**config.mk**
```make
export PLATFORM = sky130hd
export DESIGN_NAME = peripheral_bus_flat
export DESIGN_NICKNAME = d
export VERILOG_FILES = /design/src/rtl/peripheral_bus_pkg.sv /design/src/rtl/peripheral_bus_if.sv /design/src/rtl/peripheral_bus_timer.sv /design/src/rtl/peripheral_bus.sv /design/src/flat_wrapper.sv
export SDC_FILE = /design/constraint.sdc
export NUM_CORES = 1
export LEC_CHECK = 0
export BUFFER_PORTS_ARGS = -buffer_cell sky130_fd_sc_hd__buf_2
export CORE_MARGIN = 2
export CORE_UTILIZATION = 55
export DETAILED_ROUTE_END_ITERATION = 7
export PLACE_DENSITY = 0.81
export SETUP_SLACK_MARGIN = 0.4
export SLEW_MARGIN = 20
export SYNTH_ARGS = -nofsm -noshare
export SYNTH_HDL_FRONTEND = slang
export SYNTH_HIERARCHICAL = 1
export SYNTH_SLANG_ARGS = --single-unit
```
**constraint.sdc**
```tcl
create_clock -name clk -period 3.35 [get_ports clk]
set_clock_uncertainty 0.15 [all_clocks]
set_input_delay 0.67 -clock clk [delete_from_list [all_inputs] [get_ports clk]]
set_output_delay 0.67 -clock clk [all_outputs]
set_load 0.01 [all_outputs]
```
**src/rtl/peripheral_bus_pkg.sv**
```systemverilog
// Shared constants for the memory-mapped peripheral page: base address,
// register offsets and timer control bit positions.
package peripheral_bus_pkg;

    localparam logic [31:0] PERI_BASE = 32'h40000000;

    localparam logic [7:0] OFF_TH   = 8'h00;
    localparam logic [7:0] OFF_TL   = 8'h04;
    localparam logic [7:0] OFF_TCON = 8'h08;
    localparam logic [7:0] OFF_LED  = 8'h0C;
    localparam logic [7:0] OFF_SW   = 8'h10;
    localparam logic [7:0] OFF_DIGI = 8'h14;

    localparam int TCON_EN = 0;
    localparam int TCON_IE = 1;
    localparam int TCON_IS = 2;

    // The CPU reuses this to steer load data between data memory and peripherals.
    function automatic logic page_hit(input logic [31:0] addr, input logic [31:0] base);
        return addr[31:8] == base[31:8];
    endfunction

endpackage

```
**src/rtl/peripheral_bus_if.sv**
```systemverilog
// Load/store bus between the CPU data path and the peripheral page.
interface peripheral_bus_if;

    logic        rd;
    logic        wr;
    logic [31:0] addr;
    logic [31:0] wdata;
    logic [31:0] rdata;

    modport master (output rd, output wr, output addr, output wdata, input rdata);
    modport slave  (input rd, input wr, input addr, input wdata, output rdata);

endinterface

```
**src/rtl/peripheral_bus_timer.sv**
```systemverilog
// Programmable reload timer (TH/TL/TCON) with a sticky overflow status
// that drives the CPU interrupt request.
module peri_timer
    import peripheral_bus_pkg::*;
(
    input  logic        clk,
    input  logic        reset,
    input  logic        th_we,
    input  logic        tl_we,
    input  logic        tcon_we,
    input  logic [31:0] wdata,
    output logic [31:0] th,
    output logic [31:0] tl,
    output logic [2:0]  tcon,
    output logic        irqout
);

    logic [31:0] th_q, th_d;
    logic [31:0] tl_q, tl_d;
    logic [2:0]  tcon_q, tcon_d;
    logic        overflow;

    always_comb begin
        overflow = tcon_q[TCON_EN] && (tl_q == 32'hFFFFFFFF);

        th_d = th_we ? wdata : th_q;

        // Reload uses the TH value held before this edge, even if TH is being written.
        tl_d = tl_q;
        if (tl_we) begin
            tl_d = wdata;
        end else if (overflow) begin
            tl_d = th_q;
        end else if (tcon_q[TCON_EN]) begin
            tl_d = tl_q + 32'd1;
        end

        // A hardware status set outranks a software clear landing on the same edge.
        tcon_d = tcon_we ? wdata[2:0] : tcon_q;
        if (overflow && tcon_q[TCON_IE]) begin
            tcon_d[TCON_IS] = 1'b1;
        end
    end

    always_ff @(posedge clk) begin
        if (reset) begin
            th_q   <= '0;
            tl_q   <= '0;
            tcon_q <= '0;
        end else begin
            th_q   <= th_d;
            tl_q   <= tl_d;
            tcon_q <= tcon_d;
        end
    end

    assign th     = th_q;
    assign tl     = tl_q;
    assign tcon   = tcon_q;
    assign irqout = tcon_q[TCON_IE] & tcon_q[TCON_IS];

endmodule

```
**src/rtl/peripheral_bus.sv**
```systemverilog
// Peripheral page slave: address decode, LED/digit registers, switch
// synchronizer and the timer, with zero-latency read data.
module peripheral_bus
    import peripheral_bus_pkg::*;
#(
    parameter logic [31:0] BASE   = PERI_BASE,
    parameter int          LED_W  = 8,
    parameter int          SW_W   = 8,
    parameter int          DIGI_W = 12
) (
    input  logic               clk,
    input  logic               reset,
    peripheral_bus_if.slave    bus,
    input  logic [SW_W-1:0]    switch,
    output logic [LED_W-1:0]   led,
    output logic [DIGI_W-1:0]  digi,
    output logic               irqout
);

    logic                hit;
    logic [7:0]          off;
    logic                wr_hit;
    logic [LED_W-1:0]    led_q, led_d;
    logic [DIGI_W-1:0]   digi_q, digi_d;
    logic [SW_W-1:0]     sync1_q, sync1_d;
    logic [SW_W-1:0]     sync2_q, sync2_d;
    logic [31:0]         th, tl;
    logic [2:0]          tcon;
    logic                unused_addr_bits;

    assign unused_addr_bits = ^bus.addr[1:0];

    always_comb begin
        hit    = page_hit(bus.addr, BASE);
        off    = {bus.addr[7:2], 2'b00};
        wr_hit = bus.wr && hit;

        led_d = led_q;
        if (wr_hit && off == OFF_LED) begin
            led_d = bus.wdata[LED_W-1:0];
        end
        digi_d = digi_q;
        if (wr_hit && off == OFF_DIGI) begin
            digi_d = bus.wdata[DIGI_W-1:0];
        end
        sync1_d = switch;
        sync2_d = sync1_q;
    end

    always_ff @(posedge clk) begin
        if (reset) begin
            led_q   <= '0;
            digi_q  <= '0;
            sync1_q <= '0;
            sync2_q <= '0;
        end else begin
            led_q   <= led_d;
            digi_q  <= digi_d;
            sync1_q <= sync1_d;
            sync2_q <= sync2_d;
        end
    end

    peri_timer u_timer (
        .clk     (clk),
        .reset   (reset),
        .th_we   (wr_hit && off == OFF_TH),
        .tl_we   (wr_hit && off == OFF_TL),
        .tcon_we (wr_hit && off == OFF_TCON),
        .wdata   (bus.wdata),
        .th      (th),
        .tl      (tl),
        .tcon    (tcon),
        .irqout  (irqout)
    );

    // Reads see pre-write register state, so a same-cycle rd+wr returns the old value.
    always_comb begin
        bus.rdata = '0;
        if (bus.rd && hit) begin
            case (off)
                OFF_TH:   bus.rdata = th;
                OFF_TL:   bus.rdata = tl;
                OFF_TCON: bus.rdata = {29'd0, tcon};
                OFF_LED:  bus.rdata = 32'(led_q);
                OFF_SW:   bus.rdata = 32'(sync2_q);
                OFF_DIGI: bus.rdata = 32'(digi_q);
                default:  bus.rdata = '0;
            endcase
        end
    end

    assign led  = led_q;
    assign digi = digi_q;

endmodule

```
**src/flat_wrapper.sv**
```systemverilog
// flat-port wrapper written by rule: the top's interface ports become plain ports
module peripheral_bus_flat import peripheral_bus_pkg::*;
#(
    parameter logic [31:0] BASE   = PERI_BASE,
    parameter int          LED_W  = 8,
    parameter int          SW_W   = 8,
    parameter int          DIGI_W = 12
)
  (clk, reset, switch, led, digi, irqout, bus_rd, bus_wr, bus_addr, bus_wdata, bus_rdata);
  peripheral_bus_if bus_i ();
  input  logic clk;
  input  logic reset;
  input  logic [SW_W-1:0] switch;
  output logic [LED_W-1:0] led;
  output logic [DIGI_W-1:0] digi;
  output logic irqout;
  input wire logic [$bits(bus_i.rd)-1:0] bus_rd;
  input wire logic [$bits(bus_i.wr)-1:0] bus_wr;
  input wire logic [$bits(bus_i.addr)-1:0] bus_addr;
  input wire logic [$bits(bus_i.wdata)-1:0] bus_wdata;
  output wire logic [$bits(bus_i.rdata)-1:0] bus_rdata;
  assign bus_i.rd = bus_rd;
  assign bus_i.wr = bus_wr;
  assign bus_i.addr = bus_addr;
  assign bus_i.wdata = bus_wdata;
  assign bus_rdata = bus_i.rdata;
  peripheral_bus #(.BASE(BASE), .LED_W(LED_W), .SW_W(SW_W), .DIGI_W(DIGI_W)) u_core (.clk(clk), .reset(reset), .bus(bus_i), .switch(switch), .led(led), .digi(digi), .irqout(irqout));
endmodule
```
==> reports/metrics.csv, run 1 <==
metric;value;unit
crit_family;simple AND/OR/NAND/NOR gates;
path_cells;buf_8, or4_4, nor3_4, buf_12, a22oi_1, a31oi_1, buf_2;
drtPass1Iterations;5;
n_antenna_cell;0;
synth_seq_cells;103;
slew_violations;0;
final.min_clock_period;3.04;ns
clock_latency;0.37;ns
antenna_found_initial;0;
vias_per_cell;6.32;
numPortBuffers;126;
gp_congestion;0.906;
dpl.hpwl;11100;um
holdCritPathClass;reg2reg;
syn_nets;749;
grt_usage;0.300;
worst_ep_required_time;2.53;ns
synth_top_flop_cell;dfxtp_1;
cpMaxStageDelayCell;or4_4;
nets;863;
grt_max_degree;104;
seq_area_frac_synth;0.367;
fmax;0.329;GHz
grt_pass1_wl;27000;um
clkSlewWorstSetupHoldPaths;0.10;ns
relSlewSlack;0.472;
reg2reg_slack;0.57;ns
dieArea;11000;sq um
drt-total-wl;17000;um
setup_viol;0;
floorplan.initialDensity;0.569;
p_leak;2.40;nW
grt_pass1_vias;5415;
cts_made_buffers;9;
worst_ep_arrival_time;2.22;ns
wl_per_cell;18.4;um
cts-root-buf;clkbuf_8;
ios;129;
p_per_area;306;nW/um^2
dr.first_iter.drc_count;606;
crit_fanout;11;
area_growth;21.8;%
period_share;0.906;
fill_cells;773;
crit_path_end_kind;output pin;
syn-instance-count;672;
row_count;36;
critical_path.max_stage_delay;0.57;ns
die_h;105;um
post-route-drc-count;0;
post-place-ws;0.235;ns
grt-ovfl-total;0;
clkSinkCount;103;
p_total;2.10;mW
fin_tns_setup;0;ns
hold_buffers;0;
cts_buffer_depth;2;
outcome;finished clean;
ant_nets;0;
synthDistinctLibCells;56;
tightest_slew;0.789;ns
worst_slack;0.314;ns
layout.cells.non_filler;924;
maxCapViolCount;0;
synth_area_per_cell;8.36;sq um
synth_edf_count;0;
worst-path-buf-inv;3;
cts_tree;done;
hold_violations;0;
place_inst;898;
drive_gt1_frac;0.276;
start_kind;primary input;
die_w;105;um
htreeDepth;3;
ir_worst_vdd;0.232;mV
vias;5836;
crit_type;in2out;
grt_setup_unrepaired;yes;
async_flop_share;0;
hold_ws;0.294;ns
yosysWarningCount;6;
syn_area;5620;sq um
core;9860;sq um
==> worst reg2reg max path: stages (launching register included) <==
cell	delay [ns]
dfxtp_1	0.50
ha_1	0.32
nand4_1	0.19
nor4_1	0.40
nand4_1	0.40
nor2_1	0.52
a21oi_1	0.14
o21ai_0	0.10
==> report_power, final <==
group	total, mW	switching [mW]	leakage [nW]	internal [mW]
sequential	1.23	0.00187	0.833	1.23
combinational	0.130	0.0742	1.48	0.0557
clock	0.731	0.450	0.0850	0.281
==> logic make-up after synthesis <==
| group | share of synthesized area |
|---|---|
| compound gates | 0.197 |
| flops | 0.367 |
| fa+ha+maj | 0.00223 |
| mux | 0.0833 |
| xor+xnor | 0.0359 |
| simple gates | 0.266 |
| buf+inv | 0.0481 |
==> state kept, by name, summed over array words and instances (netlist names) <==
name                 flops
u_core/sync1_q           8
u_core/u_timer/tl       32
u_core/digi             12
u_core/sync2_q           8
u_core/led               8
u_core/u_timer/tcon      3
u_core/u_timer/th       32
==> through the flow <==
step / instance area (sq um) / util
final: 6840 / 0.694
after global routing: 6840 / 0.694
after CTS: 6690 / 0.678
after detailed placement: 6370 / 0.646
after global placement: 6370 / 0.646
after floorplan: 5620 / -
==> final timing paths <==
| check | cells after the start | from | end |
|---|---|---|---|
| setup / recovery | 7 | bus_addr[4] | bus_rdata[7] |
| hold / removal | 1 | u_core/sync1_q[0]$_SDFF_PP0_ | u_core/sync2_q[0]$_SDFF_PP0_ |
| setup reg to reg | 7 | u_core/u_timer/tl[0]$_SDFFE_PP0P_ | u_core/u_timer/tl[11]$_SDFFE_PP0P_ |
| hold reg to reg | 1 | u_core/sync1_q[0]$_SDFF_PP0_ | u_core/sync2_q[0]$_SDFF_PP0_ |
==> area by class of cell <==
cell class              instances  area (sq um)  share of cell area
multi-input cells             512          3380               0.495
flip-flops and latches        103          2060               0.302
repair buffers                155          1030               0.150
well taps                     133           166              0.0243
clock buffers                  10           128              0.0187
clock inverters                 6          52.6             0.00768
inverters                       5          18.8             0.00274
==> what timing repair did <==
item	4_1_cts	5_1_grt
endpoints found under the hold margin	0	0
setup buffers	5	2
setup endpoints to repair	25	35
resized for setup	5	20
gates cloned	2	1
pin swaps	2	10
==> cell usage after synthesis (3+ instances only) <==
cell	number	area (sq um)
buf_2	12	60.1
nor2_2	11	68.8
nand3_1	36	180
o22ai_1	12	75.1
nor2b_1	16	100
buf_1	7	26.3
inv_1	4	15.0
buf_6	4	45.0
xor2_1	15	131
buf_4	3	22.5
o21ai_0	47	235
mux2i_1	40	400
a222oi_1	3	30.0
xnor2_1	8	70.1
and2_1	4	25.0
nand4_1	20	125
nor4_2	4	50.1
a31oi_1	6	37.5
nor4_1	11	68.8
a21oi_1	66	330
nor3_1	8	40.0
a22oi_1	24	180
and3_1	5	31.3
mux4_2	3	67.6
and4_1	9	78.8
nand2_1	32	120
a22oi_2	10	125
clkbuf_1	26	97.6
dfxtp_1	103	2060
nor3b_1	23	173
nor2_1	72	270
==> routing by layer <==
metal,GRT usage,vias to the layer above,share of wire
met1,0.378,2790,0.40
met3,0.0536,33,0.076
met4,0.0981,0,0.019
met2,0.518,322,0.50
met5,0,-,0
li1,-,2691,-
==> cell usage in the layout (no fill, tap or decap), types with 6 or more instances in the layout <==
cell        n
o22ai_1    12
a22oi_2    12
nor3_1      7
nor2b_1    16
xor2_1     15
a31oi_1     6
buf_2     124
nand3_1    36
a22oi_1    22
mux2i_1    40
nand4_1    20
a21oi_1    66
dfxtp_1   102
clkbuf_8    9
o21ai_0    47
buf_12      7
nor4_1      7
nor3b_1    23
nor2_2     10
nor2_1     71
buf_4      15
xnor2_1     8
and4_1      8
nand2_1    32
Note: power is estimated with default switching activity, not from simulation.
==> inputs of run 2 (changes only) <==
==> constraint.sdc (replaced) <==
create_clock -name clk -period 3.35 [get_ports clk]
set_clock_uncertainty 0.15 [all_clocks]
set_input_delay 0.335 -clock clk [delete_from_list [all_inputs] [get_ports clk]]
set_output_delay 0.335 -clock clk [all_outputs]
set_load 0.005 [all_outputs]
==> run 2 against run 1 <==
Compared with the run above: critical path type is now reg2reg; sequential share of layout area grew 1.1 points; global-route usage shrank 0.61 points; the flow now finishes with violations (hold timing); largest cell class unchanged; final cell count shrank 0.54%; combinational power shrank 12%.
==> reports/metrics.csv, run 2 (same netlist as run 1, synthesis figures left out) <==
metric;value;unit;change
post-place-ws;0.558;ns;+0.324 ns
grt_max_degree;104;;unchanged
crit_fanout;7;;-4
setup.worst_path.end;u_core/u_timer/tl[31]$_SDFFE_PP0P_;;
crit_type;reg2reg;;
hold_ws;-0.00280;ns;-0.297 ns
clock_latency;0.39;ns;+0.02 ns
cts_setup_buffers;0;;-5
ios;129;;unchanged
slew_violations;0;;unchanged
p_leak;2.33;nW;-3.2%
core;9860;sq um;unchanged
grt_usage;0.294;;-0.00607
grt_pass1_wl;26500;um;-1.9%
reg2reg_slack;0.67;ns;+0.10 ns
cts-root-buf;clkbuf_8;;
cts_buffer_depth;2;;unchanged
ant_nets;0;;unchanged
cts_tree;done;;
setup_viol;0;;unchanged
drt-total-wl;16500;um;-3.2%
outcome;finished, violations left;;
numPortBuffers;126;;unchanged
crit_path_end_kind;flop;;
critical_path.max_stage_delay;0.70;ns;+0.13 ns
dpl.hpwl;11100;um;-0.36%
design_area;6590;sq um;-3.7%
r2r_cells;6;;-1
worst_slack;0.671;ns;+0.358 ns
cp-startpoint;u_core/u_timer/tl[3]$_SDFFE_PP0P_;;
grt_pass1_vias;5464;;+0.90%
holdCritPathClass;in2reg;;
tightest_slew;1.05;ns;+0.256 ns
cts_made_buffers;9;;unchanged
worst_ep_required_time;3.46;ns;+0.93 ns
fin_tns_setup;0;ns;unchanged
grt-ovfl-total;0;;unchanged
path_cells;nand4_2, nor4_2, nand2_1, nor4_1, xnor2_1, o21ai_0;;
n_antenna_cell;0;;unchanged
worst_ep_arrival_time;2.79;ns;+0.57 ns
timing.rr.end;u_core/u_timer/tl[31]$_SDFFE_PP0P_;;
grt_setup_unrepaired;no;;
floorplan.initialDensity;0.569;;unchanged
cpMaxStageDelayCell;nor4_2;;
p_per_area;321;nW/um^2;+4.8%
hold_violations;1;;+1
maxCapViolCount;0;;unchanged
final.min_clock_period;2.68;ns;-0.358 ns
start_kind;flop;;
row_count;36;;unchanged
die_w;105;um;unchanged
final_common_cell;buf_2;;
gp_congestion;0.876;;-3.3%
drive_gt1_frac;0.252;;-0.0237
dr.first_iter.drc_count;632;;+4.3%
dieArea;11000;sq um;unchanged
fmax;0.373;GHz;+13%
final_cell_mix;126 x buf_2, 103 x dfxtp_1, 72 x nor2_1;;
drtPass1Iterations;6;;+1
vias_per_cell;6.21;;-1.6%
failed_checks;hold timing;;
fin_util;0.668;;-0.0259
nets;858;;-0.58%
ir_worst_vdd;0.287;mV;+24%
worstReg2RegStart;u_core/u_timer/tl[3]$_SDFFE_PP0P_;;
post-route-drc-count;0;;unchanged
die_h;105;um;unchanged
period_share;0.800;;-0.107
dpl-instance-area;6340;sq um;-0.51%
fill_cells;827;;+7.0%
relSlewSlack;0.303;;-0.169
clkSlewWorstSetupHoldPaths;0.11;ns;about the same
clkSinkCount;103;;unchanged
antenna_found_initial;0;;unchanged
vias;5711;;-2.1%
area_growth;17.3;%;
wl_per_cell;17.9;um;-2.7%
htreeDepth;3;;unchanged
==> run 2: cell count changes in the layout (fill, tap and decap cells not counted), sizes merged <==
cell	change
buf	-9
dlygate4sd3	+6
clkinvlp	-2
inv	+2
bufbuf	-1
clkbuf	-1
==> run 2: worst max-delay path: cells and delay by family (launching register included) <==
kind	cells	cell delay, ns
AND/OR/NAND/NOR	4	1.63
flip-flops	1	0.50
XOR/XNOR	1	0.19
AO/OA/AOI/OAI	1	0.09
==> run 2: layout make-up <==
cell class                 instances  area (sq um)  share of cell area
multi-input combinational        512          3300               0.501
sequential                       103          2060               0.313
timing repair buffer             150           851               0.129
tap                              133           166              0.0253
clock buffer                      10           128              0.0194
clock inverter                     6          60.1             0.00912
inverter                           5          18.8             0.00285
==> run 2: repair_timing <==
action / CTS / global route
resized for setup: 0 / 0
hold endpoints to repair: 6 / 0
hold buffers: 6 / 0
==> run 2: how the worst min path moves through the flow <==
stage / cells after the start / startpoint / to
2_1_floorplan: 1 / u_core/sync1_q[0]$_SDFF_PP0_ / u_core/sync2_q[0]$_SDFF_PP0_
3_3_place_gp: 1 / u_core/sync1_q[1]$_SDFF_PP0_ / u_core/sync2_q[1]$_SDFF_PP0_
3_5_place_dp: 1 / u_core/sync1_q[7]$_SDFF_PP0_ / u_core/sync2_q[7]$_SDFF_PP0_
4_1_cts: 2 / switch[1] / u_core/sync1_q[1]$_SDFF_PP0_
5_1_grt: 2 / switch[6] / u_core/sync1_q[6]$_SDFF_PP0_
6_report: 2 / switch[1] / u_core/sync1_q[1]$_SDFF_PP0_
==> run 2: per-stage QoR <==
| step | power, mW | cells |
|---|---|---|
| floorplan | 1.30 | 672 |
| global placement | 1.37 | 897 |
| detailed placement | 1.37 | 897 |
| CTS | 2.12 | 919 |
| global route | 2.18 | 919 |
| finish | 2.12 | 919 |
==> run 2: metal layers <==
layer,GRT usage,up-vias,part of all wire
li1,-,2691,-
met1,0.371,2717,0.42
met2,0.499,270,0.49
met3,0.0568,33,0.075
met4,0.106,0,0.018
met5,0,-,0
==> run 2: power by group <==
part | internal [mW] | switching, mW | total (mW)
Sequential | 1.23 | 0.00179 | 1.23
Combinational | 0.0494 | 0.0652 | 0.115
Clock | 0.292 | 0.474 | 0.766
